$ cat src/rtl/imem_loader.sv
// imem_loader: packs a valid/ready byte stream little-endian into 32-bit words and writes them to consecutive instruction-memory addresses
//   start/base_addr/word_count : load request, sampled in IDLE
//   in_valid/in_ready/in_byte  : byte stream handshake
//   mem_we/mem_addr/mem_wdata  : memory write port, one strobe per word
//   busy/done/checksum         : load status and running word sum
module imem_loader #(
  parameter int ADDR_W = 5,
  parameter int DATA_W = 32
) (
  input  logic              clk,
  input  logic              rst,
  input  logic              start,
  input  logic [ADDR_W-1:0] base_addr,
  input  logic [5:0]        word_count,
  input  logic              in_valid,
  output logic              in_ready,
  input  logic [7:0]        in_byte,
  output logic              mem_we,
  output logic [ADDR_W-1:0] mem_addr,
  output logic [DATA_W-1:0] mem_wdata,
  output logic              busy,
  output logic              done,
  output logic [DATA_W-1:0] checksum
);
  typedef enum logic [1:0] {IDLE, ASSEMBLE, WRITE, DONE} state_t;
  state_t              state;
  logic [ADDR_W-1:0]   cur_addr;
  logic [5:0]          remaining;
  logic [1:0]          byte_idx;
  logic [DATA_W-1:0]   word;
  always_ff @(posedge clk) begin
    if (rst) begin
      state     <= IDLE;
      cur_addr  <= '0;
      remaining <= '0;
      byte_idx  <= '0;
      word      <= '0;
      in_ready  <= 1'b0;
      mem_we    <= 1'b0;
      mem_addr  <= '0;
      mem_wdata <= '0;
      busy      <= 1'b0;
      done      <= 1'b0;
      checksum  <= '0;
    end else begin
      case (state)
        IDLE: if (start) begin
          checksum  <= '0;
          byte_idx  <= '0;
          cur_addr  <= base_addr;
          remaining <= word_count;
          if (word_count != 6'd0) begin
            state    <= ASSEMBLE;
            in_ready <= 1'b1;
            busy     <= 1'b1;
          end else begin
            state <= DONE;
            done  <= 1'b1;
          end
        end
        ASSEMBLE: if (in_valid) begin
          byte_idx                   <= byte_idx + 2'd1;
          word[{byte_idx, 3'b000} +: 8] <= in_byte;
          if (byte_idx == 2'd3) begin
            // the last byte goes straight into the write data, bypassing word
            state     <= WRITE;
            in_ready  <= 1'b0;
            mem_we    <= 1'b1;
            mem_addr  <= cur_addr;
            mem_wdata <= {in_byte, word[23:0]};
          end
        end
        WRITE: begin
          mem_we    <= 1'b0;
          checksum  <= checksum + mem_wdata;
          cur_addr  <= cur_addr + 1'b1;
          remaining <= remaining - 6'd1;
          byte_idx  <= '0;
          if (remaining == 6'd1) begin
            state <= DONE;
            done  <= 1'b1;
            busy  <= 1'b0;
          end else begin
            state    <= ASSEMBLE;
            in_ready <= 1'b1;
          end
        end
        default: begin
          done  <= 1'b0;
          state <= IDLE;
        end
      endcase
    end
  end
endmodule

$ cat config.mk
export PLATFORM = sky130hd
export DESIGN_NAME = imem_loader
export DESIGN_NICKNAME = d
export VERILOG_FILES = /design/src/rtl/imem_loader.sv
export SDC_FILE = /design/constraint.sdc
export NUM_CORES = 1
export LEC_CHECK = 0
export BUFFER_PORTS_ARGS = -buffer_cell sky130_fd_sc_hd__buf_2
export CAP_MARGIN = 20
export CORE_MARGIN = 1
export CORE_UTILIZATION = 55
export CTS_CLUSTER_SIZE = 40
export DETAILED_ROUTE_END_ITERATION = 12
export PLACE_DENSITY = 0.84
export SLEW_MARGIN = 20
export SYNTH_ARGS = -nofsm -noshare
export SYNTH_HDL_FRONTEND = slang
export SYNTH_SLANG_ARGS = --single-unit
$ cat constraint.sdc
create_clock -name clk -period 7.2 [get_ports clk]
set_input_delay 1.44 -clock clk [delete_from_list [all_inputs] [get_ports clk]]
set_output_delay 1.44 -clock clk [all_outputs]
set_load 0.01 [all_outputs]
---- Yosys cells after proc, flatten, opt, wreduce, memory -nomap -nowiden ----
Cells that the tools add are included.
storage, ports and cells
  bits of input ports ..................... 23
  output and inout bits ................... 73
  register bits ........................... 120
cells by class
  add/sub/neg operators ................... 5
  bitwise operators ....................... 1
  shifts and indexed selects .............. 2
  equality and inequality tests ........... 11
  reduce and logical (&&, ||, !) cells .... 14
  muxes and demuxes ....................... 31
operator list
  kind                    number
  $pmux 32 s2             1
  $add 32x32->32          1
  $bwmux 32               1
  $mux 32                 1
  $shift 8x7->32 const A  1
  $shiftx 8x7->32         1
  $mux 2                  7
  $ne 2x2->1 const B      7
  $pmux 2 s3              2
  $pmux 6 s2              1
  $reduce_and 3->1        4
  $mux 1                  11
  $pmux 5 s2              1
  $reduce_and 4->1        2
  $neg 5->7               1
  $eq 6x1->1 const B      1
  $mux 6                  1
  $pmux 1 s3              2
  $reduce_and 6->1        1
  $reduce_bool 6->1       1
  $sub 6x1->6 const B     1
  $add 5x1->5 const B     1
  $mux 5                  1
  $eq 2x2->1 const B      2
  8 further kinds         11

---- Longest topological paths before layout ----
  depth after elaboration ................. 4
  gate-level depth with buffers ........... 10
  gate-level depth less buffers ........... 10

---- Worst setup path after synthesis ----
Ideal clock, no wire load.
  path type ............................... input to register
  start ................................... input port rst
  end ..................................... register checksum[27]
  buffers on the path ..................... 3
  arrival ................................. 2.490 ns
  setup slack ............................. 4.588 ns
  stages .................................. 7
  path through ............................ clkbuf_1 nand2b_1 clkbuf_1 clkbuf_1 nor2_1 a21oi_1 nand3_1
RTL lines
  element                 line  RTL
  start: declaration      11    input logic rst,
  end signal: assignment  75    checksum <= checksum + mem_wdata;
  end: declaration        23    output logic [DATA_W-1:0] checksum

==> impl_metrics.json <==
{
  "status": "finished, final reports clean",
  "ys_seq_elements": 112,
  "drtIter0Drc": 400,
  "drt_pass1_iterations": 5,
  "grt_pass1_vias": 5204,
  "fp.dieW_um": 107.4,
  "synth.distinct_cells": 63,
  "power_density_nw_per_um2": 160.8,
  "ctsHoldBuffers": 0,
  "r2r_setup_slack_ps": 4330,
  "synth-async-reset-ratio": 0,
  "antenna_left": 0,
  "fin_crit_sh": 0.4334,
  "yosysSeqAreaShare": 0.3667,
  "n_antenna_cell": 0,
  "vdd_drop_max_v": 0.0001266,
  "path_class": "in -> reg",
  "slew_headroom": 0.3636,
  "initial_core_util": 0.5641,
  "grt_use_total": 0.2832,
  "clkSinkCount": 112,
  "cp-start-kind": "input port",
  "cts_setup_buffers": 0,
  "die_h_um": 107.4,
  "clk_pin_slew_worst_paths_ps": 110,
  "fill_cells": 1000,
  "layout-drive-gt1-share": 0.1533,
  "wirelength_um": 15950,
  "cts_max_path_buffers": 2,
  "synthFlopType": "dfxtp_1",
  "slew_viol_final": 0,
  "synthesis.nets": 852,
  "ys_warn_count": 0,
  "rsz0062_at_grt": "false",
  "drc": 0,
  "core_um2": 10840,
  "cts-resized-gates": 0,
  "cts_tree": "done",
  "hpwl_um": 11480,
  "final.setup.tns_ps": 0,
  "setup_viol": 0,
  "io_pins": 96,
  "synth_cells": 789,
  "via_per_inst": 6.008,
  "vias": 6014,
  "hold_ws_ps": 453.5,
  "synth-edff-count": 0,
  "synthDominantCellAreaShare": 0.3667,
  "syn-cell-area_um2": 6115,
  "cts-htree-levels": 3,
  "place.gp.congestion": 0.9069,
  "maxCapViolCount": 0,
  "synth.largest_area_cell": "dfxtp_1",
  "avgSynthCellArea_um2": 7.750,
  "routedWlPerCell_um": 15.94,
  "worstHoldPathType": "reg -> reg",
  "nNetsFinal": 919,
  "end_kind": "flop",
  "required_ps": 7480,
  "p_leak_nw": 2.889,
  "fmax_mhz": 320.4,
  "finalClockSkew_ps": 17.33,
  "clk_latency_ps": 380,
  "arrival_ps": 3400,
  "overflow": 0,
  "rows": 38,
  "cts_made_buffers": 9,
  "utilization": 0.6300,
  "worstPathMaxFanout": 50,
  "grt_pass1_wl_um": 25810,
  "antenna_found_initial": 0,
  "fin_crit_ps": 3121,
  "yosys-top-cells-area": "dfxtp_1 (37%), nand2_1 (9.4%), a21oi_1 (9.0%)",
  "grt_max_degree": 51,
  "tightest_slew_ps": 951.0,
  "hold_viol_final": 0,
  "port_buffers": 95,
  "die_area_um2": 11540,
  "root_buffer": "clkbuf_8",
  "syn2layout_area_growth_pct": 11.68
}
==> state kept, by name (all words and copies together) (netlist names) <==
signal,flops
checksum,32
mem_addr,5
mem_we,1
remaining,6
state,2
in_ready,1
busy,1
done,1
cur_addr,5
mem_wdata,32
word,24
byte_idx,2
==> report_power, final <==
| part | switching (W) | internal (W) | total [W] |
|---|---|---|---|
| clock network | 0.000230 | 0.000144 | 0.000374 |
| registers | 0.0000117 | 0.000630 | 0.000642 |
| logic | 0.0000553 | 0.0000269 | 0.0000822 |
| total | 0.000297 | 0.000801 | 0.00110 |
==> routing by layer <==
layer	track usage	vias to the layer above	part of all wire
met5	0	-	0
met4	0.07730	0	0.018
met3	0.07930	30	0.097
met2	0.4332	245	0.45
met1	0.3897	2794	0.44
li1	-	2945	-
==> cells in the mapped netlist (all sizes together) (4+ instances only) <==
master / n
a32oi: 4
a22oi: 10
nand3: 44
a21o: 15
ha: 39
a31oi: 4
o21a: 5
mux2i: 4
and4: 4
and2: 5
nor3b: 5
buf: 9
nor3: 8
a211oi: 15
xor2: 8
o211ai: 7
dfxtp: 112
o21ai: 35
nand4: 8
and3: 8
inv: 19
a21boi: 4
clkbuf: 36
a21oi: 111
nand2b: 6
o22ai: 5
xnor2: 10
nand2: 154
nor2: 55
==> path summary, 6_finish.rpt <==
kind / start / to / depth (start not counted)
worst min-delay path: word[20]$_SDFFE_PP0P_ / mem_wdata[20]$_SDFFE_PP0P_ / 2
worst max register to register: mem_wdata[0]$_SDFFE_PP0P_ / checksum[26]$_SDFFE_PP0P_ / 10
worst max-delay path: rst / checksum[24]$_SDFFE_PP0P_ / 6
worst min register to register: word[20]$_SDFFE_PP0P_ / mem_wdata[20]$_SDFFE_PP0P_ / 2
==> per-stage QoR <==
step	area, µm²	total power, W	instances	setup slack (ps)
6_report	6829	0.001098	1001	4079
5_1_grt	6829	0.001145	1001	3981
4_1_cts	6829	0.001105	1001	4101
3_5_place_dp	6629	0.0007365	985	3683
3_3_place_gp	6629	0.0007352	985	3686
2_1_floorplan	6115	0.0007083	789	4588
==> worst max-delay path: stages <==
cell,delay [ps]
buf_2,640
buf_4,570
nor2_1,100
buf_4,240
and2_1,180
a211o_1,210
==> cell type report <==
cell class / instances / area [µm²] / area share
Timing Repair Buffer: 101 / 520.5 / 0.07622
Clock inverter: 6 / 62.56 / 0.009161
Sequential cell: 112 / 2242 / 0.3283
Inverter: 20 / 75.07 / 0.01099
Tap cell: 140 / 175.2 / 0.02565
Clock buffer: 10 / 137.6 / 0.02015
Multi-Input combinational cell: 612 / 3616 / 0.5295
==> cell usage in the layout, fill, tap and decap left out, types with 13 or more instances in the layout <==
master,Yosys,layout
ha_1,39,39
nand3_1,43,43
dfxtp_1,112,112
a21oi_1,110,110
buf_2,9,95
inv_1,19,19
nand2_1,153,153
a211oi_1,13,13
a21o_1,15,15
o21ai_0,31,31
nor2_1,55,55
==> kinds of logic after synthesis <==
family,Yosys count,share of synthesized area
DFF,112,0.3667
muxes,4,0.006548
xor gates and xnor gates,18,0.02578
and+or+nand+nor,309,0.2245
adders and majority gates,40,0.08308
AOI/OAI and AO/OA,241,0.2515
buffers and inverters,65,0.04195
Power figures use the tool's default switching activity.
